File: src/rtl/time_set_ctrl_pkg.sv
// Shared definitions for the time-setting controller.
// Holds field ranges and widths, edit_field codes, the FSM state encoding
// and a wrap-around step helper for the minute/second fields.
package time_pkg;

  localparam int HOUR_MAX = 24;
  localparam int MIN_MAX  = 60;
  localparam int SEC_MAX  = 60;

  localparam int HOUR_W = 5;
  localparam int MIN_W  = 6;
  localparam int SEC_W  = 6;

  localparam logic [1:0] FIELD_NONE = 2'd0;
  localparam logic [1:0] FIELD_HOUR = 2'd1;
  localparam logic [1:0] FIELD_MIN  = 2'd2;
  localparam logic [1:0] FIELD_SEC  = 2'd3;

  typedef enum logic [2:0] {
    RUN,
    SET_HOUR,
    SET_MIN,
    SET_SEC,
    COMMIT
  } state_e;

  // One step up or down inside [0, max-1], wrapping at both ends.
  function automatic logic [5:0] step_wrap(input logic [5:0] v,
                                           input logic [5:0] max,
                                           input logic       up);
    if (up) return (v == max - 6'd1) ? '0 : v + 6'd1;
    else    return (v == '0) ? max - 6'd1 : v - 6'd1;
  endfunction

endpackage

File: src/rtl/time_set_ctrl_blink_gen.sv
// Blink divider for the field under edit.
// Ports:
//   clk, rst  - clock, synchronous active-high reset
//   restart   - forces blink_on=1 and restarts the half-period count
//   enable    - counting allowed; when low the counter is held at 0, blink_on=1
//   blink_on  - toggles every HALF_PERIOD enabled cycles
module blink_gen #(
  parameter int unsigned HALF_PERIOD = 10
) (
  input  logic clk,
  input  logic rst,
  input  logic restart,
  input  logic enable,
  output logic blink_on
);

  localparam int unsigned CW = (HALF_PERIOD > 1) ? $clog2(HALF_PERIOD) : 1;

  logic [CW-1:0] cnt;

  always_ff @(posedge clk) begin
    if (rst || restart || !enable) begin
      cnt      <= '0;
      blink_on <= 1'b1;
    end else if (cnt == CW'(HALF_PERIOD - 1)) begin
      cnt      <= '0;
      blink_on <= ~blink_on;
    end else begin
      cnt <= cnt + 1'b1;
    end
  end

endmodule

File: src/rtl/time_set_ctrl.sv
// Time-setting controller for a time-of-day clock.
// Captures the live time on key_mode, lets the user step hour/min/sec with
// key_inc/key_dec, and issues a single load_en pulse after the seconds field.
// Ports:
//   clk, rst                    - clock, synchronous active-high reset
//   key_mode/key_inc/key_dec    - debounced single-cycle key pulses
//   cur_hour/cur_min/cur_sec    - live time from the time-of-day counter
//   load_en, load_hour/min/sec  - one-cycle load command and the time to load
//   disp_hour/min/sec           - values for the display driver
//   edit_field                  - 0=none, 1=hour, 2=min, 3=sec
//   blink_on                    - display enable for the field under edit
// Build option: define TIME_SET_TIMEOUT_EN to abort an edit after
// CLK_FREQ*TIMEOUT_S cycles without any key pulse.
module time_set_ctrl
  import time_pkg::*;
#(
  parameter int unsigned CLK_FREQ  = 50_000_000,
  parameter int unsigned BLINK_HZ  = 2,
  parameter int unsigned TIMEOUT_S = 10
) (
  input  logic              clk,
  input  logic              rst,
  input  logic              key_mode,
  input  logic              key_inc,
  input  logic              key_dec,
  input  logic [HOUR_W-1:0] cur_hour,
  input  logic [MIN_W-1:0]  cur_min,
  input  logic [SEC_W-1:0]  cur_sec,
  output logic              load_en,
  output logic [HOUR_W-1:0] load_hour,
  output logic [MIN_W-1:0]  load_min,
  output logic [SEC_W-1:0]  load_sec,
  output logic [HOUR_W-1:0] disp_hour,
  output logic [MIN_W-1:0]  disp_min,
  output logic [SEC_W-1:0]  disp_sec,
  output logic [1:0]        edit_field,
  output logic              blink_on
);

  localparam int unsigned BLINK_RAW  = (BLINK_HZ == 0) ? 1 : CLK_FREQ / (2 * BLINK_HZ);
  localparam int unsigned BLINK_HALF = (BLINK_RAW == 0) ? 1 : BLINK_RAW;

  state_e            state;
  logic [HOUR_W-1:0] edit_hour, hour_step;
  logic [MIN_W-1:0]  edit_min, min_step;
  logic [SEC_W-1:0]  edit_sec, sec_step;
  logic              in_set, any_key, adjust, idle_expired;

  assign in_set  = (state == SET_HOUR) || (state == SET_MIN) || (state == SET_SEC);
  assign any_key = key_mode | key_inc | key_dec;
  // inc together with dec cancels out
  assign adjust  = key_inc ^ key_dec;

`ifdef TIME_SET_TIMEOUT_EN
  localparam int unsigned IDLE_RAW   = CLK_FREQ * TIMEOUT_S;
  localparam int unsigned IDLE_LIMIT = (IDLE_RAW == 0) ? 1 : IDLE_RAW;
  localparam int unsigned IW         = (IDLE_LIMIT > 1) ? $clog2(IDLE_LIMIT) : 1;

  logic [IW-1:0] idle_cnt;

  assign idle_expired = in_set && !any_key && (idle_cnt == IW'(IDLE_LIMIT - 1));

  always_ff @(posedge clk) begin
    if (rst || !in_set || any_key || idle_expired) idle_cnt <= '0;
    else                                            idle_cnt <= idle_cnt + 1'b1;
  end
`else
  assign idle_expired = 1'b0;
  // TIMEOUT_S has no effect in this build.
  if (TIMEOUT_S == 0) begin : g_timeout_unused
  end
`endif

  always_comb begin
    hour_step = key_inc ? ((edit_hour == 5'(HOUR_MAX - 1)) ? '0 : edit_hour + 1'b1)
                        : ((edit_hour == '0) ? 5'(HOUR_MAX - 1) : edit_hour - 1'b1);
    min_step  = step_wrap(edit_min, 6'(MIN_MAX), key_inc);
    sec_step  = step_wrap(edit_sec, 6'(SEC_MAX), key_inc);
  end

  always_ff @(posedge clk) begin
    if (rst) begin
      state     <= RUN;
      edit_hour <= '0;
      edit_min  <= '0;
      edit_sec  <= '0;
    end else begin
      unique case (state)
        RUN: begin
          if (key_mode) begin
            edit_hour <= (cur_hour < 5'(HOUR_MAX)) ? cur_hour : '0;
            edit_min  <= (cur_min  < 6'(MIN_MAX))  ? cur_min  : '0;
            edit_sec  <= (cur_sec  < 6'(SEC_MAX))  ? cur_sec  : '0;
            state     <= SET_HOUR;
          end
        end
        SET_HOUR: begin
          if (key_mode)          state     <= SET_MIN;
          else if (adjust)       edit_hour <= hour_step;
          else if (idle_expired) state     <= RUN;
        end
        SET_MIN: begin
          if (key_mode)          state    <= SET_SEC;
          else if (adjust)       edit_min <= min_step;
          else if (idle_expired) state    <= RUN;
        end
        SET_SEC: begin
          if (key_mode)          state    <= COMMIT;
          else if (adjust)       edit_sec <= sec_step;
          else if (idle_expired) state    <= RUN;
        end
        COMMIT:  state <= RUN;
        default: state <= RUN;
      endcase
    end
  end

  always_comb begin
    load_en    = (state == COMMIT);
    load_hour  = edit_hour;
    load_min   = edit_min;
    load_sec   = edit_sec;
    disp_hour  = (state == RUN) ? cur_hour : edit_hour;
    disp_min   = (state == RUN) ? cur_min  : edit_min;
    disp_sec   = (state == RUN) ? cur_sec  : edit_sec;
    edit_field = FIELD_NONE;
    case (state)
      SET_HOUR: edit_field = FIELD_HOUR;
      SET_MIN:  edit_field = FIELD_MIN;
      SET_SEC:  edit_field = FIELD_SEC;
      default:  edit_field = FIELD_NONE;
    endcase
  end

  // A timeout exit restarts the divider so RUN starts with blink_on=1.
  blink_gen #(
    .HALF_PERIOD(BLINK_HALF)
  ) u_blink (
    .clk     (clk),
    .rst     (rst),
    .restart (any_key | idle_expired),
    .enable  (in_set),
    .blink_on(blink_on)
  );

endmodule

File: config.mk
export PLATFORM = sky130hd
export DESIGN_NAME = time_set_ctrl
export DESIGN_NICKNAME = d
export VERILOG_FILES = /design/src/rtl/time_set_ctrl_pkg.sv /design/src/rtl/time_set_ctrl_blink_gen.sv /design/src/rtl/time_set_ctrl.sv
export SDC_FILE = /design/constraint.sdc
export NUM_CORES = 1
export LEC_CHECK = 0
export CORE_UTILIZATION = 53
export DETAILED_ROUTE_END_ITERATION = 10
export HOLD_SLACK_MARGIN = 0.06
export PLACE_DENSITY = 0.88
export SYNTH_ARGS = -nofsm -noshare
export SYNTH_HDL_FRONTEND = slang
export SYNTH_SLANG_ARGS = --single-unit
File: constraint.sdc
create_clock -name clk -period 1.9 [get_ports clk]
set_input_delay 0.38 -clock clk [delete_from_list [all_inputs] [get_ports clk]]
set_output_delay 0.38 -clock clk [all_outputs]
set_load 0.01 [all_outputs]
==> impl_metrics.ini, run 1 <==
[worst_setup_path]
r2r-start = state[1]
crit_slowest_cell = dfxtp_2
reg2reg_depth = 7
rrSetupSlack_ps = 110
cp_cell_sequence = nor3_4 > buf_6 > buf_12 > buf_6 > mux2_4 > buf_6
endpoint_kind = output pin
crit_path_max_incr_delay_ps = 350
cpMostUsedCell = buf_6
crit_buf_inv = 4
crit_fanout = 7
path_delay_family = buffers and inverters
worst-path-stages = 6
start_kind = register
crit_type = register to output pin
cp.required_ps = 1520
worstReg2RegEnd = load_min[4]
worstPathArrival_ps = 1630

[synthesis]
ys_ff_latch = 45
synth_cells = 399
yosys.area.top_type = dfxtp_1
synth_cell_types = 63
synth_top_cells_by_area = dfxtp_1, nor2_1, xor2_1, nand3_1, nand2_1
synth_edf_count = 0
synth-main-ff-cell = dfxtp_1
ys_seq_area_frac = 0.285
syn_avg_cell_area_um2 = 7.92
async_flop_share = 0
synth_nets = 430
syn_area_um2 = 3160
synth_warnings = 0
synth.top_cell.area_share = 0.285

[min_path]
hold_path.class = register to register
hold_end = u_blink.cnt[0]
whs_path_depth = 1
hp-start = u_blink.cnt[0]

[global_routing]
grt.overflow.total = 0
grt_pass1_vias = 3424
grt_use_total = 0.318
grt_pass1_wl_mm = 15.7
antenna_found_initial = 0
grt_max_degree = 21

[placement]
hpwl_mm = 6.97
routabilityCongestion = 0.911
io_buffer_count = 59
dpl.cell_count = 569
dpl_worst_slack_ps = -256

[timing]
finClkSkew_ps = 9.36
setup_ws_ps = -115
max_freq_mhz = 496
rsz0062_at_grt = yes
finalCritPeriodShare = 1.06
slew_viol_final = 0
finalHoldViolCount = 0
relSlewSlack = 0.632
setup_viol = 9
worst_slew_pin_slew_ps = 547
period_needed_ps = 2010

[cells_and_area]
diodes = 0
final_util = 0.787
mostFrequentLayoutCells = buf_4, nor2_1, dfxtp_1
finalNonFillerCells = 587
final_nets = 545
final_layout_size_suffix_gt1_frac = 0.256
final_common_cell = buf_4
area_delta_synth_final_pct = 40.5

[floorplanning]
die_y_um = 79.2
core_area_um2 = 5640
start_util = 0.560
io-pin-count = 60
rows = 27
die_x_um = 79.2
dieArea_um2 = 6280

[pwr]
ir_drop_mv = 0.467
leakagePower_uw = 0.00177
cellPowerDensity_nw_per_um2 = 675
p_total_uw = 3000

[clocking]
htreeDepth = 2
cts_tree = done
root_buffer = clkbuf_8
clkSinkCount = 45
cts_made_buffers = 5
ctsHoldBuffers = 0
clk_path_buf_depth = 2
insertion_delay_ps = 310
clk_pin_slew_worst_paths_ps = 90

[run_status]
violations = setup timing
status = finished with violations

[drt]
drc = 0
vias = 3595
drtIter0Drc = 370
post_drt_wl_per_cell_um = 16.9
antenna_left = 0
wl_mm = 9.90
vias_per_cell = 6.12
dr.pass1.iters = 6

[run]
max_cap_violations = 0
## synthesized netlist by cell type (2+ instances only)
master     n
nor3b_1    2
nor3_2     3
nand2b_1   2
a21oi_1   14
nand3_1   27
and3_1     7
a211oi_1   8
nor2_1    43
o211ai_1   3
or3_1      2
buf_4      2
o21ai_0   24
nor2b_1    3
a31o_2     3
xor2_1    18
nand4_1    9
xnor2_1   14
o22ai_1    4
mux2i_1    2
mux2_2     8
a221oi_1   6
buf_6      3
a31oi_1   10
and4_1     4
clkbuf_1   6
inv_1     21
o21a_1     2
nor3_1    11
dfxtp_1   45
buf_2      9
nor4_1     5
nor3b_2    2
a41oi_1    3
nand2_1   34
nand4b_1   2
ha_1       9
o311ai_1   2
a21o_1     2
## power by group
part | switching [uW] | internal [uW] | total, uW | leakage [uW]
Clock | 375 | 402 | 777 | 0.0000591
Combinational | 575 | 595 | 1170 | 0.00134
Sequential | 60.5 | 990 | 1050 | 0.000368
Total | 1010 | 1990 | 3000 | 0.00177
## cell families after synthesis
kind of cell	share of synthesized area
simple gates	0.281
compound gates	0.210
flops	0.285
buf+inv	0.0657
xor+xnor	0.0886
mux	0.0348
fa+ha+maj	0.0356
## routing by layer
| layer | vias to the layer above | routed length, um | track usage |
|---|---|---|---|
| met5 | - | 0 | 0 |
| met1 | 1681 | 3940 | 0.368 |
| met4 | 0 | 295 | 0.124 |
| met2 | 186 | 4960 | 0.573 |
| li1 | 1691 | - | - |
| met3 | 37 | 693 | 0.0586 |
## cell type report
type | count | area, um2
clock buffers | 5 | 68.8
flip-flops and latches | 45 | 908
multi-input cells | 310 | 2110
repair buffers | 130 | 1130
well taps | 72 | 90.1
clock inverters | 3 | 47.5
fillers | 377 | 1200
inverters | 22 | 82.6
## how the worst max path moves through the flow
stage | slack [ps] | start | to
6_report | -110 | state[2] | disp_min[3]
5_1_grt | -150 | state[0] | disp_min[3]
4_1_cts | -160 | state[0] | edit_field[0]
3_5_place_dp | -260 | key_inc | load_min[1]
3_3_place_gp | -180 | key_inc | load_hour[2]
2_1_floorplan | 120 | state[2] | disp_hour[0]
## metrics by stage
| stage | TNS (ps) | cell area, um2 | hold slack [ps] |
|---|---|---|---|
| floorplan | 0 | 3160 | 417 |
| global placement | -2750 | 4190 | 428 |
| detailed placement | -5340 | 4190 | 473 |
| CTS | -658 | 4390 | 486 |
| global route | -1140 | 4440 | 500 |
| finish | -478 | 4440 | 476 |
## sequential cells by signal (all words and copies together) (netlist names)
signal            flops
u_blink.blink_on      1
u_blink.cnt          24
load_hour             5
load_min              6
load_sec              6
state                 3
## repair_timing
item,CTS,global route
buffers inserted,5,5
hold endpoints to repair,0,0
cloned,1,0
setup endpoints to repair,20,23
pin swaps,1,1
gates resized for setup,83,31
(Power assumes the default switching activity.)
==> inputs of run 2 (changes only) <==
- CORE_UTILIZATION: 53 -> 54
- CTS_BUF_LIST: default -> sky130_fd_sc_hd__clkbuf_2
- PLACE_DENSITY: 0.88 -> 0.89
- TNS_END_PERCENT: default -> 20
==> impl_metrics.ini, run 2 (synthesized netlist as in run 1, its figures left out) <==
[cells_and_area]
final_nets = 536
mostFrequentLayoutCells = buf_4, nor2_1, clkdlybuf4s50_1
final.fill_count = 388
area_delta_synth_final_pct = 36.5
largest_reg_flops = 24
final_common_cell = buf_4
final_util = 0.774
top_register = u_blink.cnt
diodes = 0
finalNonFillerCells = 578
final_layout_size_suffix_gt1_frac = 0.273

[timing]
setup-tns-final_ps = -2440
finalHoldViolCount = 0
period_needed_ps = 2130
relSlewSlack = 0.567
max_freq_mhz = 469
rsz0062_at_grt = yes
setup_viol = 18
worst_slew_pin_slew_ps = 645
setup_ws_ps = -234
finalCritPeriodShare = 1.12
finClkSkew_ps = 45.3
slew_viol_final = 0

[worst_setup_path]
crit_path_max_incr_delay_ps = 400
start_kind = register
crit_type = register to output pin
worstPathArrival_ps = 1750
crit_buf_inv = 3
cp_cell_sequence = nor3_4 > buf_6 > buf_4 > mux2_4 > buf_6
cpMostUsedCell = buf_6
endpoint_kind = output pin
crit_fanout = 6
crit_slowest_cell = dfxtp_2
cp.required_ps = 1520
path_delay_family = flip-flops

[floorplanning]
die_x_um = 78.5
rows = 27
start_util = 0.567
core_area_um2 = 5570
io-pin-count = 60
dieArea_um2 = 6170
die_y_um = 78.5

[drt]
dr_wl_met3_um = 697
dr.pass1.iters = 5
vias_per_cell = 6.17
dr_wl_met2_mm = 4.66
top_layer = met4
antenna_left = 0
wl_mm = 9.51
vias = 3568
drtIter0Drc = 337
post_drt_wl_per_cell_um = 16.4
met1_length_mm = 3.77
drc = 0

[global_routing]
grt.overflow.total = 0
antenna_found_initial = 0
grt_pass1_wl_mm = 14.8
grt_use_total = 0.302
grt_max_degree = 23
grt_pass1_vias = 3354

[pwr]
leakagePower_uw = 0.00177
seq_power_share = 0.389
power.switching_uw = 930
cellPowerDensity_nw_per_um2 = 628
internal_power_uw = 1780
p_total_uw = 2710
p_clk_frac = 0.197
ir_drop_mv = 0.462
p_comb_frac = 0.414
power_switching_share = 0.343

[placement]
dpl.cell_count = 561
hpwl_mm = 6.71
dpl_worst_slack_ps = -188
routabilityCongestion = 0.924
io_buffer_count = 59

[clocking]
cts_tree = done
insertion_delay_ps = 430
clkSinkCount = 45
clk_path_buf_depth = 2
cts_made_buffers = 5
root_buffer = clkbuf_2
clk_pin_slew_worst_paths_ps = 250
htreeDepth = 2

[min_path]
hold_path.class = register to register

[run]
max_cap_violations = 0

[run_status]
violations = setup timing
status = finished with violations
run 2: final timing paths:
kind                                     start  depth (start not counted)             end  slack (ps)
worst max-delay path                  state[2]                          5    disp_hour[2]        -230
worst min register to register  u_blink.cnt[0]                          1  u_blink.cnt[0]         460
worst max register to register        state[2]                          8     load_sec[4]          60
worst min-delay path            u_blink.cnt[0]                          1  u_blink.cnt[0]         460
run 2: metal layers:
layer / GRT usage / vias to the layer above
met3: 0.0605 / 51
li1: - / 1673
met4: 0.148 / 0
met2: 0.531 / 198
met1: 0.344 / 1646
met5: 0 / -
run 2: timing repair:
action,CTS,global route
endpoints found under the setup margin,28,27
gates resized for setup,110,31
pin swaps,1,2
hold buffers,0,0
gates cloned,1,0
setup buffers,7,2
run 2: power by group through the flow:
stage | Clock, uW | Sequential (uW) | Combinational (uW)
2_1_floorplan | 0 | 1070 | 543
3_3_place_gp | 0 | 1060 | 992
3_5_place_dp | 0 | 1060 | 1030
4_1_cts | 546 | 1050 | 1080
5_1_grt | 575 | 1060 | 1200
6_report | 533 | 1050 | 1120
run 2: stage by stage:
stage	hold slack (ps)	cell area, um2
2_1_floorplan	417	3160
3_3_place_gp	428	4130
3_5_place_dp	436	4130
4_1_cts	465	4280
5_1_grt	484	4320
6_report	461	4320
run 2: cell type report:
| type | instances | area, um2 | share of cell area |
|---|---|---|---|
| Clock inverter | 2 | 33.8 | 0.00783 |
| Multi-Input combinational cell | 310 | 2110 | 0.488 |
| Timing Repair Buffer | 121 | 1050 | 0.244 |
| Tap cell | 72 | 90.1 | 0.0209 |
| Sequential cell | 45 | 918 | 0.213 |
| Clock buffer | 6 | 30.0 | 0.00696 |
| Inverter | 22 | 82.6 | 0.0191 |
==> inputs of run 3 (changes only) <==
- CELL_PAD_IN_SITES_DETAIL_PLACEMENT: default -> 0
- CELL_PAD_IN_SITES_GLOBAL_PLACEMENT: default -> 1
- CORE_UTILIZATION: 54 -> 40
- HOLD_SLACK_MARGIN: 0.06 -> 0.08
- PLACE_DENSITY: 0.89 -> 0.9
==> impl_metrics.ini, run 3 (synthesized netlist as in run 1, its figures left out) <==
[placement]
hpwl_mm = 6.76
routabilityCongestion = 0.849
io_buffer_count = 59

[pwr]
cellPowerDensity_nw_per_um2 = 617
p_total_uw = 2740
ir_drop_mv = 0.359
leakagePower_uw = 0.00178

[timing]
finClkSkew_ps = 14.4
period_needed_ps = 2110
setup_viol = 17
rsz0062_at_grt = yes
setup_ws_ps = -211
finalHoldViolCount = 0
finalCritPeriodShare = 1.11
slew_viol_final = 0
max_freq_mhz = 474
relSlewSlack = 0.660
worst_slew_pin_slew_ps = 509

[worst_setup_path]
cp.required_ps = 1520
crit_start = state[2]
crit_type = register to output pin
start_kind = register
worstPathArrival_ps = 1730
crit_fanout = 4
r2r-start = state[1]
endpoint_kind = output pin

[cells_and_area]
mostFrequentLayoutCells = buf_4, nor2_1, clkdlybuf4s50_1
largest_reg_flops = 24
final_nets = 541
final_util = 0.578
top_register = u_blink.cnt
diodes = 0
area_delta_synth_final_pct = 40.5
final_layout_size_suffix_gt1_frac = 0.294
final_common_cell = buf_4

[run]
max_cap_violations = 0

[drt]
post_drt_wl_per_cell_um = 14.9
vias = 3355
vias_per_cell = 5.47
antenna_left = 0
dr.pass1.iters = 4
drtIter0Drc = 115
drc = 0
wl_mm = 9.14

[global_routing]
antenna_found_initial = 0
grt_pass1_wl_mm = 14.9
grt.overflow.total = 0
grt_use_total = 0.220
grt_pass1_vias = 3190
grt_max_degree = 21

[floorplanning]
rows = 32
io-pin-count = 60
dieArea_um2 = 8260
start_util = 0.411
die_y_um = 90.9
core_area_um2 = 7690
die_x_um = 90.9

[clocking]
cts_tree = done
clk_path_buf_depth = 2
cts_made_buffers = 5
clkSinkCount = 45
insertion_delay_ps = 420
ctsHoldBuffers = 0
root_buffer = clkbuf_2
htreeDepth = 2
clk_pin_slew_worst_paths_ps = 240

[min_path]
hold_path.class = register to register
hp-start = u_blink.cnt[0]

[run_status]
violations = setup timing
status = finished with violations
## run 3: cell types whose count changed in the layout (fill, tap and decap cells not counted), sizes merged
cell / previous run / this run
buf: 81 / 84
clkbuf: 7 / 6
clkdlybuf4s15: 0 / 1
clkdlybuf4s50: 32 / 33
dlygate4sd2: 3 / 6
dlymetal6s2s: 4 / 2
## run 3: stage by stage
stage	instances	hold WS, ps	setup TNS [ps]	cell area (um2)	setup WS, ps
global placement	596	427	-2840	4220	-183
finish	613	479	-2560	4440	-211
floorplan	399	417	0	3160	119
detailed placement	596	462	-3770	4220	-213
global route	613	503	-4690	4440	-312
CTS	612	487	-3070	4380	-230
## run 3: worst max-delay path: stages, from the launching register on
cell     delay, ps
dfxtp_2        390
nor3_4         240
buf_6          160
buf_6          100
mux2_4         300
buf_6          120
## run 3: report_power, final
group / internal (uW) / total (uW) / switching [uW]
clock network: 231 / 553 / 322
logic: 578 / 1110 / 537
registers: 1000 / 1070 / 73.6
total: 1810 / 2740 / 933
## run 3: worst paths after layout
check                    to  slack, ps  depth (start not counted)
max reg2reg     load_min[4]        140                          6
max             disp_min[2]       -210                          5
min          u_blink.cnt[0]        480                          1
min reg2reg  u_blink.cnt[0]        480                          1
## run 3: layer usage
layer,global-route usage,share of wire,vias to the layer above,wire (um)
met2,0.383,0.49,92,4450
met1,0.275,0.45,1565,4150
met4,0.0847,0.017,0,160
li1,-,-,1681,-
met5,0,0,-,0
met3,0.0295,0.042,17,384
## run 3: repair_timing
| action | 4_1_cts | 5_1_grt |
|---|---|---|
| gates resized for setup | 125 | 24 |
| gates cloned | 1 | 0 |
| pin swaps | 3 | 2 |
| buffers inserted | 7 | 1 |
| endpoints found under the setup margin | 31 | 31 |
## run 3: area by class of cell
cell class	count	area [um2]
Multi-Input combinational cell	310	2120
Clock inverter	2	38.8
Timing Repair Buffer	126	1100
Fill cell	743	3240
Sequential cell	45	937
Tap cell	102	128
Inverter	22	82.6
Clock buffer	6	30.0
